===== src/rtl/piso_serializer_if.sv =====
// Word-in / bit-out handshake bundle for piso_serializer.
// The master modport is the producer/consumer side and the slave modport is the serializer.
interface piso_serializer_if #(
  parameter int WIDTH = 2
) ();
  // Both streams use ready/valid handshakes. A transfer happens on a rising
  // edge where valid and ready are both high. Valid never waits for ready, and
  // the payload holds while valid is high and ready is low.
  logic [WIDTH-1:0] I;
  logic             I_valid;
  logic             I_ready;
  logic             O;
  logic             O_valid;
  logic             O_ready;
  logic             O_last;

  modport master (
    output I, I_valid, O_ready,
    input  I_ready, O, O_valid, O_last
  );

  modport slave (
    input  I, I_valid, O_ready,
    output I_ready, O, O_valid, O_last
  );
endinterface


===== src/rtl/piso_serializer.sv =====
// Parallel-in serial-out transmitter: loads one WIDTH-bit word and emits it LSB-first with O_last.
// Optional even-parity trailer beat is enabled by defining PISO_SERIALIZER_PARITY_EN.
module piso_serializer #(
  parameter int              WIDTH = 2,
  parameter logic [WIDTH-1:0] INIT = '0
) (
  input  logic             CLK,
  input  logic             RESET,
  piso_serializer_if.slave bus,
  output logic [1:0]       o_dbg_state
);
  localparam int              CNT_W = $clog2(WIDTH);
  localparam logic [CNT_W-1:0] LAST = CNT_W'(WIDTH - 1);

  typedef enum logic [1:0] {
    S_IDLE   = 2'd0,
    S_SHIFT  = 2'd1
`ifdef PISO_SERIALIZER_PARITY_EN
    ,S_PARITY = 2'd2
`endif
  } state_t;

  state_t           r_state;
  logic [WIDTH-1:0] r_shreg;
  logic [CNT_W-1:0] r_cnt;
  logic             r_o_valid;
  logic             r_o_last;
`ifdef PISO_SERIALIZER_PARITY_EN
  logic             r_par;
`endif

  logic             w_at_last;
  logic [CNT_W-1:0] w_cnt_nxt;
  logic [WIDTH-1:0] w_shreg_nxt;
  logic             w_load;
  logic             w_beat;

  assign w_at_last   = (r_cnt == LAST);
  assign w_cnt_nxt   = r_cnt + 1'b1;
  assign w_shreg_nxt = {1'b0, r_shreg[WIDTH-1:1]};
  assign w_beat      = r_o_valid & bus.O_ready;
  assign w_load      = bus.I_valid & bus.I_ready;

  // Ready opens during the accepted final beat so the next word loads with no bubble.
`ifdef PISO_SERIALIZER_PARITY_EN
  assign bus.I_ready = (r_state == S_IDLE) | ((r_state == S_PARITY) & bus.O_ready);
  assign bus.O       = (r_state == S_PARITY) ? r_par : r_shreg[0];
`else
  assign bus.I_ready = (r_state == S_IDLE) | ((r_state == S_SHIFT) & w_at_last & bus.O_ready);
  assign bus.O       = r_shreg[0];
`endif
  assign bus.O_valid = r_o_valid;
  assign bus.O_last  = r_o_last;
  assign o_dbg_state = r_state;

  always_ff @(posedge CLK) begin
    if (RESET) begin
      r_state   <= S_IDLE;
      r_shreg   <= INIT;
      r_cnt     <= '0;
      r_o_valid <= 1'b0;
      r_o_last  <= 1'b0;
`ifdef PISO_SERIALIZER_PARITY_EN
      r_par     <= 1'b0;
`endif
    end else if (w_load) begin
      r_state   <= S_SHIFT;
      r_shreg   <= bus.I;
      r_cnt     <= '0;
      r_o_valid <= 1'b1;
      r_o_last  <= 1'b0;
`ifdef PISO_SERIALIZER_PARITY_EN
      r_par     <= ^bus.I;
`endif
    end else if (w_beat) begin
      case (r_state)
        S_SHIFT: begin
          r_shreg <= w_shreg_nxt;
          if (w_at_last) begin
            r_cnt <= '0;
`ifdef PISO_SERIALIZER_PARITY_EN
            r_state  <= S_PARITY;
            r_o_last <= 1'b1;
`else
            r_state   <= S_IDLE;
            r_o_valid <= 1'b0;
            r_o_last  <= 1'b0;
`endif
          end else begin
            r_cnt <= w_cnt_nxt;
`ifdef PISO_SERIALIZER_PARITY_EN
            r_o_last <= 1'b0;
`else
            r_o_last <= (w_cnt_nxt == LAST);
`endif
          end
        end
        default: begin
          r_state   <= S_IDLE;
          r_o_valid <= 1'b0;
          r_o_last  <= 1'b0;
        end
      endcase
    end
  end
endmodule


===== src/flat_wrapper.sv =====
// flat-port wrapper written by rule: the top's interface ports become plain ports
module piso_serializer_flat 
#(
  parameter int              WIDTH = 2,
  parameter logic [WIDTH-1:0] INIT = '0
)
  (CLK, RESET, o_dbg_state, bus_I, bus_I_valid, bus_O_ready, bus_I_ready, bus_O, bus_O_valid, bus_O_last);
  piso_serializer_if #(.WIDTH(WIDTH)) bus_i ();
  input  logic CLK;
  input  logic RESET;
  output logic [1:0] o_dbg_state;
  input wire logic [$bits(bus_i.I)-1:0] bus_I;
  input wire logic [$bits(bus_i.I_valid)-1:0] bus_I_valid;
  input wire logic [$bits(bus_i.O_ready)-1:0] bus_O_ready;
  output wire logic [$bits(bus_i.I_ready)-1:0] bus_I_ready;
  output wire logic [$bits(bus_i.O)-1:0] bus_O;
  output wire logic [$bits(bus_i.O_valid)-1:0] bus_O_valid;
  output wire logic [$bits(bus_i.O_last)-1:0] bus_O_last;
  assign bus_i.I = bus_I;
  assign bus_i.I_valid = bus_I_valid;
  assign bus_i.O_ready = bus_O_ready;
  assign bus_I_ready = bus_i.I_ready;
  assign bus_O = bus_i.O;
  assign bus_O_valid = bus_i.O_valid;
  assign bus_O_last = bus_i.O_last;
  piso_serializer #(.WIDTH(WIDTH), .INIT(INIT)) u_core (.CLK(CLK), .RESET(RESET), .bus(bus_i), .o_dbg_state(o_dbg_state));
endmodule

===== config.mk =====
export PLATFORM = sky130hd
export DESIGN_NAME = piso_serializer_flat
export DESIGN_NICKNAME = d
export VERILOG_FILES = /design/src/rtl/piso_serializer_if.sv /design/src/rtl/piso_serializer.sv /design/src/flat_wrapper.sv
export SDC_FILE = /design/constraint.sdc
export NUM_CORES = 1
export LEC_CHECK = 0
export BUFFER_PORTS_ARGS = -buffer_cell sky130_fd_sc_hd__buf_2
export CAP_MARGIN = 15
export CORE_AREA = 10 10 47 49
export DETAILED_ROUTE_END_ITERATION = 16
export DIE_AREA = 0 0 57 59
export PLACE_DENSITY = 0.47
export SLEW_MARGIN = 20
export SYNTH_ARGS = -nofsm -noshare
export SYNTH_HDL_FRONTEND = slang
export SYNTH_SLANG_ARGS = --single-unit

===== constraint.sdc =====
create_clock -name CLK -period 1.4 [get_ports CLK]
set_input_delay 0.07 -clock CLK [delete_from_list [all_inputs] [get_ports CLK]]
set_output_delay 0.07 -clock CLK [all_outputs]
set_load 0.01 [all_outputs]

### Word-level counts from Yosys, hierarchy flattened

Cells that the tools add are included.

* register bits: 7
* word-level logic and storage cells: 36

* add/sub/neg operators: 1
* equal/unequal tests: 3
* multiplexer cells: 13
* bitwise gates (word level): 5
* reduce and logical (&&, ||, !) cells: 8

Operators with widths (number)
* $mux 2: 5
* $mux 1: 8
* $reduce_and 2->1: 4
* $and 1x1->1: 4
* $reduce_bool 2->1: 2
* $ne 3x1->1 const B: 1
* $eq 2x1->1 const B: 1
* $logic_not 2->1: 1
* $ne 2x1->1 const B: 1
* $reduce_or 2->1: 1
* $add 1x1->1 const B: 1
* $or 1x1->1: 1

### Longest topological paths before layout

* word-level depth: 7
* mapped depth: 3
* mapped depth without buffers: 3

### Least setup slack after synthesis

No wires, ideal clock.

* path type: register -> register
* from: register u_core.r_o_valid (netlist: u_core.bus.O_valid)
* to: register u_core.r_shreg[0]
* data arrival time: 1.043 ns
* required time: 1.288 ns
* slack: 0.245 ns
* cell stages (with the launch flop): 4
* buffers on the path: 0
* cell sequence: dfxtp_1 > mux2i_1 > nor2b_1 > a2111oi_1

* word-level cells in the longest chain between the ends: 3

Ends and longest elaborated chain
* start, declared: RTL line piso_serializer.sv:26 `logic r_o_valid;`
* start signal, assigned: RTL line piso_serializer.sv:61 `r_o_valid <= 1'b0;`
* start signal, assigned: RTL line piso_serializer.sv:70 `r_o_valid <= 1'b1;`
* start signal, assigned: RTL line piso_serializer.sv:86 `r_o_valid <= 1'b0;`
* $and 1x1->1: RTL line piso_serializer.sv:41 `assign w_beat = r_o_valid & bus.O_ready;`
* $reduce_bool 2->1 (no source line)
* $reduce_and 2->1 (no source line)
* end signal, assigned: RTL line piso_serializer.sv:68 `r_shreg <= bus.I;`
* end signal, assigned: RTL line piso_serializer.sv:78 `r_shreg <= w_shreg_nxt;`
* end, declared: RTL line piso_serializer.sv:24 `logic [WIDTH-1:0] r_shreg;`

No other way between the ends.
A chain may end at the register's enable or synchronous reset.

### Worst setup path after layout

Same ends and word-level chain as after synthesis.

==> results.json <==
{
  "synth_cell_types": 16,
  "switchingPower_mw": 0.0915,
  "holdWs_ns": 0.0506,
  "crit_type": "flop to flop",
  "ios": 12,
  "total_power_mw": 0.380,
  "required_ns": 1.53,
  "r2r-end": "u_core.r_shreg[0]",
  "grt_max_degree": 10,
  "routed_via_density": 4.00,
  "intPower_mw": 0.288,
  "vdd.ir_drop.worst_uv": 260,
  "die_h_um": 59,
  "hold_class": "primary input to flop",
  "cts_root_buf": "clkbuf_4",
  "grt_pass1_vias": 243,
  "clock_path_buffers": 2,
  "cp.arrival_ns": 1.31,
  "clk_pin_slew_ns": 0.04,
  "yosysTopAreaCellShare": 0.402,
  "die_width_um": 57,
  "cts_tree": "yes",
  "wl_um": 594,
  "clkPwrFrac": 0.426,
  "rr_startpoint": "u_core.bus.O_valid",
  "power.density_nw_per_um2": 1150,
  "yosys.area_share.simple": 0.231,
  "crit_buf_inv": 0,
  "synth_xor_xnor_area_share": 0,
  "multi_input_area_um2": 130,
  "cap_viol_max_count": 0,
  "track_usage": 0.0414,
  "htree_levels": 1,
  "antenna_cells": 0,
  "rsz0062_at_grt": "no",
  "ys.flop_type": "dfxtp_1",
  "holdPathStages": 2,
  "cts_hold_buf": 0,
  "hold_end": "u_core.bus.O_last",
  "synth_area_um2": 249,
  "synth_commonest_cells": "dfxtp_1 (5), a21oi_1 (3), nor2b_1 (3)",
  "rrSetupSlack_ns": 0.21,
  "hold_viol_final": 0,
  "grt_pass1_wl_mm": 1.00,
  "synth_edf_count": 0,
  "cp_cell_sequence": "mux2i_1 -> nor2b_1 -> a2111oi_1",
  "place.gp.congestion": 0.605,
  "grt_overflow": 0,
  "end_kind": "flop",
  "cpMaxStageDelayCell": "dfxtp_1",
  "drc": 0,
  "status": "finished clean",
  "yosysTopAreaCell": "dfxtp_1",
  "finalSetupViolCount": 0,
  "yosysMostFrequentCell": "dfxtp_1",
  "fin_nets": 47,
  "drtAntennaViolNets": 0,
  "via_count": 224,
  "first_iter_violations": 3,
  "final_layout_size_suffix_gt1_frac": 0.350,
  "pwr-share-seq": 0.424,
  "path_delay_family": "flip-flops",
  "postCtsSetupRepairBufs": 0,
  "cts.sinks": 5,
  "worstSetupStartpointType": "flop",
  "syn2layout_area_growth_pct": 32.7,
  "synthMuxAreaShare": 0.0804,
  "core_um2": 1400,
  "combPwrFrac": 0.149,
  "min_from": "RESET",
  "ys_ff_latch": 5,
  "netlist_instances": 28,
  "firstDrtPassIters": 3,
  "rows": 14,
  "max_stage_delay_ns": 0.45,
  "clkLatencyLatePin_ns": 0.24,
  "final.setup.tns_ns": 0,
  "final_cell_count_no_fill": 56,
  "post-route-period-util": 0.847,
  "synthTopCellsByArea": "dfxtp_1 (40%), mux2i_1 (8.0%), nor2b_1 (7.5%)",
  "syn_nets": 34,
  "path_max_fanout": 9,
  "synth.avg_cell_area_um2": 8.89,
  "drv_slew": 0,
  "synth_fa_ha_area_frac": 0,
  "nFillCells": 167,
  "dieArea_um2": 3360,
  "cellLeakagePower_nw": 0.151,
  "synth_top_family_by_area": "simple AND/OR/NAND/NOR gates",
  "regArea_um2": 100,
  "port_buffers": 10,
  "synth_warnings": 0,
  "synth_compound_area_frac": 0.196,
  "start_util": 0.178,
  "utilization": 0.236,
  "worstRegToRegCells": 3,
  "numCtsBuffers": 3,
  "wl_per_cell_um": 10.6,
  "fin_worst_skew_ns": 0.000929,
  "synth_async_sr_flop_share": 0,
  "cts_resized": 0,
  "min_period_ns": 1.19,
  "place_inst": 52,
  "sw_frac_of_total": 0.241,
  "antenna_found_initial": 0,
  "timing.fmax_mhz": 843,
  "ys_seq_area_frac": 0.402
}
==> registers in the layout, indices dropped and copies added, names as in the netlist <==
register            cells
u_core.bus.O_last       1
u_core.bus.O_valid      1
u_core.r_cnt            1
u_core.r_shreg          2
==> stage by stage <==
step | instance area (um2) | setup slack [ns]
6_report | 330 | 0.214
5_1_grt | 330 | 0.00319
4_1_cts | 330 | 0.201
3_5_place_dp | 304 | 0.220
3_3_place_gp | 304 | 0.179
2_1_floorplan | 249 | 0.245
==> cell families after synthesis <==
logic type | after synthesis
flops | 5
compound gates | 7
buf+inv | 3
other cells | 1
mux | 2
simple gates | 10
==> placed cells by master (no fill, tap or decap) <==
cell type	count
nor2_1	1
nand2_1	2
a2111oi_1	1
mux2i_1	2
nand3b_1	2
clkbuf_4	3
a32oi_1	1
clkbuf_1	1
dfxtp_1	5
a21bo_2	1
o21ai_0	1
or2b_1	1
inv_1	1
conb_1	1
a21oi_1	3
nor3_1	1
buf_2	10
nor2b_1	3
==> final cells by class <==
cell class / instances / share of cell area
inverters: 1 / 0.0114
clock buffers: 4 / 0.0795
repair buffers: 10 / 0.152
well taps: 16 / 0.0606
multi-input cells: 20 / 0.394
flip-flops and latches: 5 / 0.303
==> power by group through the flow <==
stage	clock, mW	combinational (mW)	sequential, mW
CTS	0.171	0.0581	0.161
global route	0.179	0.0643	0.163
global placement	0	0.0587	0.164
finish	0.162	0.0567	0.161
detailed placement	0	0.0578	0.164
floorplan	0	0.0337	0.165
==> how the worst max path moves through the flow <==
| stage | from | to | depth (start not counted) |
|---|---|---|---|
| 3_5_place_dp | u_core.bus.O_valid | u_core.r_shreg[0] | 3 |
| 4_1_cts | u_core.bus.O_valid | u_core.r_shreg[0] | 3 |
| 5_1_grt | u_core.bus.O_valid | u_core.r_shreg[0] | 3 |
| 3_3_place_gp | u_core.bus.O_valid | u_core.r_shreg[0] | 3 |
| 6_report | u_core.bus.O_valid | u_core.r_shreg[0] | 3 |
| 2_1_floorplan | u_core.bus.O_valid | u_core.r_shreg[0] | 3 |
==> layer usage <==
metal / global-route usage / wire length (um) / up-vias
met1: 0.0378 / 259 / 96
li1: - / - / 120
met5: 0 / 0 / -
met2: 0.0558 / 282 / 6
met4: 0.0604 / 9 / 0
met3: 0.0215 / 42 / 2
No activity file was read; power rests on OpenSTA's default activity.
